## config.mk

```make
export PLATFORM = sky130hd
export DESIGN_NAME = seq_mult_4_flat
export DESIGN_NICKNAME = d
export VERILOG_FILES = /design/src/rtl/mult_pkg.sv /design/src/rtl/seq_mult_4_if.sv /design/src/rtl/adder_4_s.sv /design/src/rtl/mult_4_addstep.sv /design/src/rtl/seq_mult_4.sv /design/src/flat_wrapper.sv
export SDC_FILE = /design/constraint.sdc
export NUM_CORES = 1
export LEC_CHECK = 0
export BUFFER_PORTS_ARGS = -buffer_cell sky130_fd_sc_hd__buf_4
export CORE_MARGIN = 3
export CORE_UTILIZATION = 50
export DETAILED_ROUTE_END_ITERATION = 6
export PLACE_DENSITY = 0.78
export SLEW_MARGIN = 40
export SYNTH_ARGS = -nofsm -noshare
export SYNTH_HDL_FRONTEND = slang
export SYNTH_SLANG_ARGS = --single-unit
```

## constraint.sdc

```tcl
create_clock -name clk -period 2.8 [get_ports clk]
set_input_delay 0.56 -clock clk [delete_from_list [all_inputs] [get_ports clk]]
set_output_delay 0.56 -clock clk [all_outputs]
set_load 0.02 [all_outputs]
```

## src/rtl/mult_pkg.sv

```systemverilog
// Shared types and sizing for the 4x4 sequential multiplier slice.
package mult_pkg;
  localparam int MULT_W     = 4;
  localparam int MULT_STEPS = 4;
  localparam int CNT_W      = 3;

  typedef enum logic [1:0] {
    IDLE = 2'd0,
    CALC = 2'd1,
    DONE = 2'd2
  } state_t;
endpackage

```

## src/rtl/seq_mult_4_if.sv

```systemverilog
// start/ready/done handshake bundle between ALU control and seq_mult_4.
interface seq_mult_4_if;
  import mult_pkg::*;

  logic                  start;
  logic [MULT_W-1:0]     a;
  logic [MULT_W-1:0]     b;
  logic                  ready;
  logic                  busy;
  logic                  done;
  logic [2*MULT_W-1:0]   p;

  modport master (output start, a, b, input ready, busy, done, p);
  modport slave  (input start, a, b, output ready, busy, done, p);
endinterface

```

## src/rtl/adder_4_s.sv

```systemverilog
// 4-bit ripple-carry adder with signed overflow flag.
// Latency: combinational.
// Backpressure: none.
module adder_4_s (
  input  logic [3:0] a,
  input  logic [3:0] b,
  input  logic       cin,
  output logic [3:0] s,
  output logic       ovf
);
  logic [4:0] c;

  always_comb begin
    c    = '0;
    s    = '0;
    c[0] = cin;
    for (int i = 0; i < 4; i++) begin
      s[i]   = a[i] ^ b[i] ^ c[i];
      c[i+1] = (a[i] & b[i]) | ((a[i] ^ b[i]) & c[i]);
    end
  end

  assign ovf = c[3] ^ c[4];
endmodule

```

## src/rtl/mult_4_addstep.sv

```systemverilog
// One shift-and-add partial sum: {c,sum} = acc + (mq0 ? mcand : 0).
// Latency: combinational.
// Backpressure: none.
module mult_4_addstep
  import mult_pkg::*;
(
  input  logic [MULT_W-1:0] acc,
  input  logic [MULT_W-1:0] mcand,
  input  logic              mq0,
  output logic [MULT_W:0]   csum
);
  logic [MULT_W-1:0] addend;
  logic [MULT_W-1:0] sum;
  logic              unused_ovf;
  logic              c;

  assign addend = mcand & {MULT_W{mq0}};

  adder_4_s u_adder (
    .a   (acc),
    .b   (addend),
    .cin (1'b0),
    .s   (sum),
    .ovf (unused_ovf)
  );

  // The adder has no carry-out port; recover it from the MSBs and the sum.
  assign c    = (acc[MULT_W-1] & addend[MULT_W-1]) |
                ((acc[MULT_W-1] ^ addend[MULT_W-1]) & ~sum[MULT_W-1]);
  assign csum = {c, sum};
endmodule

```

## src/rtl/seq_mult_4.sv

```systemverilog
// Sequential 4x4 unsigned shift-and-add multiplier; MULT_EARLY_EXIT_EN skips trailing zero steps.
// Latency: 5 edges start-to-done (fewer with early exit); one product per 5 cycles back-to-back.
// Backpressure: start only sampled while ready; starts during CALC are dropped.
module seq_mult_4
  import mult_pkg::*;
(
  input  logic           clk,
  input  logic           rst,
  seq_mult_4_if.slave    bus
);
  state_t              state, state_nxt;
  logic [MULT_W-1:0]   mcand;
  logic [MULT_W-1:0]   acc;
  logic [MULT_W-1:0]   mq;
  logic [CNT_W-1:0]    cnt;
  logic [MULT_W:0]     csum;
  logic                accept;
  logic                last_step;
  logic                exit_now;

  mult_4_addstep u_addstep (
    .acc   (acc),
    .mcand (mcand),
    .mq0   (mq[0]),
    .csum  (csum)
  );

  assign accept    = bus.ready & bus.start;
  assign last_step = (cnt == CNT_W'(MULT_STEPS - 1));

`ifdef MULT_EARLY_EXIT_EN
  logic [MULT_W-1:0]   rem_mask;
  logic [2*MULT_W-1:0] shifted;

  // Low (4-cnt) bits of mq are multiplier bits not yet consumed.
  assign rem_mask = {MULT_W{1'b1}} >> cnt;
  assign exit_now = ((mq & rem_mask) == '0);
  assign shifted  = {acc, mq} >> (CNT_W'(MULT_W) - cnt);
`else
  assign exit_now = 1'b0;
`endif

  always_ff @(posedge clk or posedge rst) begin
    if (rst) state <= IDLE;
    else     state <= state_nxt;
  end

  always_comb begin
    state_nxt = state;
    case (state)
      IDLE:    if (accept) state_nxt = CALC;
      CALC:    if (last_step || exit_now) state_nxt = DONE;
      DONE:    state_nxt = accept ? CALC : IDLE;
      default: state_nxt = IDLE;
    endcase
  end

  always_ff @(posedge clk or posedge rst) begin
    if (rst) begin
      mcand <= '0;
      acc   <= '0;
      mq    <= '0;
      cnt   <= '0;
    end else if (accept) begin
      mcand <= bus.a;
      acc   <= '0;
      mq    <= bus.b;
      cnt   <= '0;
    end else if (state == CALC) begin
`ifdef MULT_EARLY_EXIT_EN
      if (exit_now) begin
        {acc, mq} <= shifted;
        cnt       <= cnt + 1'b1;
      end else begin
        {acc, mq} <= {csum, mq[MULT_W-1:1]};
        cnt       <= cnt + 1'b1;
      end
`else
      {acc, mq} <= {csum, mq[MULT_W-1:1]};
      cnt       <= cnt + 1'b1;
`endif
    end
  end

  assign bus.ready = (state != CALC);
  assign bus.busy  = (state == CALC);
  assign bus.done  = (state == DONE);
  assign bus.p     = {acc, mq};
endmodule

```

## src/flat_wrapper.sv

```systemverilog
// flat-port wrapper written by rule: the top's interface ports become plain ports
module seq_mult_4_flat import mult_pkg::*;
  (clk, rst, bus_start, bus_a, bus_b, bus_ready, bus_busy, bus_done, bus_p);
  seq_mult_4_if bus_i ();
  input  logic clk;
  input  logic rst;
  input wire logic [$bits(bus_i.start)-1:0] bus_start;
  input wire logic [$bits(bus_i.a)-1:0] bus_a;
  input wire logic [$bits(bus_i.b)-1:0] bus_b;
  output wire logic [$bits(bus_i.ready)-1:0] bus_ready;
  output wire logic [$bits(bus_i.busy)-1:0] bus_busy;
  output wire logic [$bits(bus_i.done)-1:0] bus_done;
  output wire logic [$bits(bus_i.p)-1:0] bus_p;
  assign bus_i.start = bus_start;
  assign bus_i.a = bus_a;
  assign bus_i.b = bus_b;
  assign bus_ready = bus_i.ready;
  assign bus_busy = bus_i.busy;
  assign bus_done = bus_i.done;
  assign bus_p = bus_i.p;
  seq_mult_4 u_core (.clk(clk), .rst(rst), .bus(bus_i));
endmodule
```

### Word level (Yosys, flattened, before mapping)

Cells that the tools add are included.

| cells by class | value |
|---|---|
| add/subtract/negate cells | 1 |
| $mul | 0 |
| divide/modulo/power cells | 0 |
| $lt $le $gt $ge | 0 |
| equality and inequality tests | 6 |
| shifts and indexed selects | 0 |
| muxes and demuxes | 10 |
| bitwise logic cells | 20 |
| reduce and logical (&&, ||, !) cells | 3 |

Operator list:

| kind | number |
|---|---|
| 4-bit 2-to-1 mux | 4 |
| 1-bit bitwise AND | 8 |
| 1-bit XOR | 7 |
| 3-bit 2-to-1 mux | 2 |
| 2-bit by 1-bit inequality test with 1-bit output, second input constant | 3 |
| 2-bit one-hot mux with 3 select lines | 1 |
| 4-bit bitwise AND | 1 |
| 2-bit 2-to-1 mux | 2 |
| 3-bit by 1-bit adder with 3-bit output, second input constant | 1 |
| 3-bit by 2-bit == test with 1-bit output, second input constant | 1 |
| 1-bit bitwise OR | 3 |
| 2-bit by 1-bit == test with 1-bit output, second input constant | 1 |
| 2-bit == test, second input constant | 1 |
| 2-bit logical NOT | 1 |
| 2-bit AND reduction | 1 |
| 2-bit nonzero test | 1 |
| 1-bit 2-to-1 mux | 1 |
| 1-bit NOT | 1 |

| storage, ports and cells | value |
|---|---|
| flip-flop bits (word level) | 17 |
| bits in latches | 0 |
| RAM bits | 0 |
| memory bits (read-only) | 0 |
| bits of input ports | 11 |
| output and inout port bits | 11 |
| logic and storage cells | 45 |
| memories | 0 |

### Longest topological paths before layout

| depth | value |
|---|---|
| word-level depth | 12 |
| gate-level depth with buffers | 7 |
| mapped depth without buffers | 7 |

### By module

Synthesis repeated with hierarchy kept, for this count alone.

| second synthesis, totals | value |
|---|---|
| cell total of the unflattened synthesis | 85 |
| area, all modules | 935.9 um^2 |

By module, submodules not included:

| module | instances | cells each | area an instance (um^2) | sequential area each (um^2) |
|---|---|---|---|---|
| seq_mult_4 | 1 | 66 | 768.2 | 425.4 |
| adder_4_s | 1 | 10 | 107.6 | 0.0 |
| mult_4_addstep | 1 | 9 | 60.1 | 0.0 |

### Least setup slack after synthesis

Ideal clock, no wire load.

| timing | value |
|---|---|
| path kind | reg2reg |
| start | register u_core.mq[0] |
| end | register u_core.acc[2] |
| arrival | 1.965 ns |
| required time | 2.674 ns |
| slack | 0.708 ns |
| stages on the path, launching flop included | 8 |
| cell sequence | dfrtp_1 > and2_1 > ha_1 > inv_1 > fa_1 > fa_1 > fa_1 > o21ai_0 |

| on the way | value |
|---|---|
| word-level cells in the longest chain between the ends | 9 |

RTL lines:

| element | RTL line | text |
|---|---|---|
| start: declaration | seq_mult_4.sv:14 | `logic [MULT_W-1:0] mq;` |
| start signal: assignment | seq_mult_4.sv:67 | `mq <= bus.b;` |
| start signal: assignment | seq_mult_4.sv:79 | `{acc, mq} <= {csum, mq[MULT_W-1:1]};` |
| 4-bit bitwise AND (*) | mult_4_addstep.sv:17 | `assign addend = mcand & {MULT_W{mq0}};` |
| 1-bit XOR / 1-bit bitwise AND (equally long branches) | adder_4_s.sv:19 | `c[i+1] = (a[i] & b[i]) \| ((a[i] ^ b[i]) & c[i]);` |
| 1-bit bitwise AND | adder_4_s.sv:19 |  |
| 1-bit bitwise OR | adder_4_s.sv:19 |  |
| 1-bit bitwise AND | adder_4_s.sv:19 |  |
| 1-bit bitwise OR | adder_4_s.sv:19 |  |
| 1-bit XOR (*) | adder_4_s.sv:18 | `s[i] = a[i] ^ b[i] ^ c[i];` |
| 4-bit 2-to-1 mux (*) | seq_mult_4.sv:69 | `end else if (state == CALC) begin` |
| 4-bit 2-to-1 mux (*) | seq_mult_4.sv:64 | `end else if (accept) begin` |
| end signal: assignment | seq_mult_4.sv:79 |  |
| end: declaration | seq_mult_4.sv:13 | `logic [MULT_W-1:0] acc;` |

Mark *: on every way between the ends. The rest lies on a longest branch, timed or not. The select of a mux whose other input is x is not followed.
A chain may end at the register's enable or synchronous reset.

### Final worst setup path

Same ends and word-level chain as after synthesis.

==> flow_summary.yaml <==
pwr:
  ir_drop_uv: 517
  leakage_nw: 0.513
  finalPower_mw: 1.05
  p_per_area_nw_per_um2: 1020
clocking:
  ctsHoldBuffers: 0
  path_clk_slew_ns: 0.09
  clock_path_buffers: 2
  cts_resized: 0
  clkSinkCount: 17
  cts_buffers: 3
  cts_tree: "done"
  cts_root_buffer: "clkbuf_4"
  clk_latency_ns: 0.29
  cts_setup_buffers: 0
  htree_levels: 1
global_route:
  grt_max_degree: 18
  gr-usage-met1_pct: 19.5
  grt_pass1_wl_um: 2430
  met3_usage_pct: 4.51
  grt-ovfl-total: 0
  grtUsageMet2_pct: 25.1
  grt_most_used_layer: "met2"
  grt_pass1_vias: 570
  track_usage_pct: 16.3
  antenna_found_initial: 0
setup_path:
  crit_top_cell: "fa_1"
  worstRegToRegCells: 7
  cpMaxStageDelayCell: "dfrtp_1"
  crit_start: "u_core.mq[0]$_DFFE_PP0P_"
  crit_fanout: 6
  crit_required_ns: 3.00
  arrival_ns: 2.42
  endpoint_kind: "register"
  r2r_end: "u_core.acc[2]$_DFFE_PP0P_"
  timing.rr.start: "u_core.mq[0]$_DFFE_PP0P_"
  critPathKind: "register to register"
  cpPeakStageDelay_ns: 0.42
  crit_family: "adder cells"
  cp-start-kind: "register"
  reg2reg_slack_ns: 0.58
  cp.buffers_inverters: 1
  worstPathCellList: "and2_1, ha_1, inv_1, fa_1, fa_1, fa_1, o21ai_0"
sta:
  hold_slack_ns: 0.343
  setup-tns-final_ns: 0
  min_period_ns: 2.22
  slew_violations: 0
  fin_skew_ns: 0.00317
  max-slew-margin-rel_pct: 58.3
  hold_viol_final: 0
  rsz0062_at_grt: "no"
  worstMarginPinSlew_ns: 0.625
  fmax_mhz: 450
  setup_viol: 0
  period_share_pct: 79.3
drt:
  wirelength_um: 1530
  first_pass_iters: 4
  postRouteAntennaNets: 0
  wire_per_inst_um: 13.5
  drtIter0Drc: 10
  num_vias: 588
  via_per_inst: 5.20
  drc: 0
die:
  dieHeight_um: 47.7
  placementRows: 14
  num_io_pins: 22
  die_area_um2: 2280
  die_w_um: 47.7
  start_util_pct: 55.2
  core_um2: 1580
yosys:
  ys_ff_latch: 17
  avgSynthCellArea_um2: 11.4
  synth.most_common_cell: "dfrtp_1"
  syn-instance-count: 76
  ys_top_cells_by_count: "dfrtp_1 (17), nand2_1 (9), inv_1 (8)"
  netlist-cell-type-count: 18
  synth_top_flop_cell: "dfrtp_1"
  yosys_warnings: 0
  synth_edf_count: 0
  async_flop_share_pct: 100
  syn_area_um2: 870
  yosysTopAreaCell: "dfrtp_1"
  synth.top_cells.by_area: "dfrtp_1 (49%), fa_1 (6.9%), mux2_4 (6.9%)"
  yosysTopAreaCellShare_pct: 48.9
  synth-seq-area-share_pct: 48.9
  synth_nets: 93
cells_and_area:
  drive_gt1_share_pct: 30.9
  post-route-util_pct: 65.1
  stdcell_area_um2: 1030
  area_delta_synth_final_pct: 18.0
  diodes: 0
  nets: 115
placement:
  portBuffers: 21
  placed_area_um2: 1000
  hpwl_um: 1180
  globalplace.congestion: 0.741
job:
  maxCapViolations: 0
worst_hold_path:
  hp-class: "input pin to async pin"
outcome:
  outcome: "completed"
==> kinds of logic after synthesis <==
kind of cell | synth area share [%]
AND/OR/NAND/NOR | 12.1
flip-flops | 48.9
buffers and inverters | 9.78
AO/OA/AOI/OAI | 6.48
multiplexers | 11.5
adder cells (fa/ha/maj) | 11.2
==> cells in the final DEF, fill, tap and decap left out <==
cell type / n
inv_1: 8
nand2_1: 9
dfrtp_1: 17
fa_1: 3
o21ai_1: 4
nor2b_1: 1
nand2b_1: 1
mux2_4: 4
buf_4: 22
o22ai_1: 1
clkbuf_4: 3
and2_1: 2
mux2i_1: 4
nand2_4: 1
nand3_1: 7
ha_1: 3
o21ai_0: 6
clkbuf_1: 1
==> final cells by class <==
type                            instances  area, um2
Tap cell                               16       20.0
Clock buffer                            4       26.3
Timing Repair Buffer                   22        165
Multi-Input combinational cell         46        359
Sequential cell                        17        425
Fill cell                             128        551
Inverter                                8       30.0
==> power breakdown <==
group | internal (mW) | switching (mW) | total [mW]
logic | 0.225 | 0.272 | 0.497
registers | 0.348 | 0.0752 | 0.423
clock network | 0.0554 | 0.0720 | 0.127
==> state kept, by name, indices dropped and copies added, names as in the netlist <==
name          flops
u_core.mcand      4
u_core.acc        4
u_core.cnt        3
u_core.mq         4
u_core.state      2
==> stage by stage <==
step | setup WS [ns] | std cells
final | 0.578 | 113
after global placement | 0.681 | 109
after detailed placement | 0.562 | 109
after CTS | 0.540 | 113
after floorplan | 0.708 | 76
after global routing | 0.447 | 113
==> worst max path at each step <==
stage	to	depth (start not counted)
global placement	u_core.acc[2]$_DFFE_PP0P_	7
finish	u_core.acc[2]$_DFFE_PP0P_	7
global route	u_core.acc[2]$_DFFE_PP0P_	7
floorplan	u_core.acc[2]$_DFFE_PP0P_	7
CTS	u_core.acc[2]$_DFFE_PP0P_	7
detailed placement	u_core.acc[2]$_DFFE_PP0P_	7
==> metal layers <==
metal	up-vias	part of all wire [%]
li1	286	-
met5	-	0
met3	4	5.2
met4	0	1.8
met1	281	43
met2	17	50
Note: power is estimated with default switching activity, not from simulation.
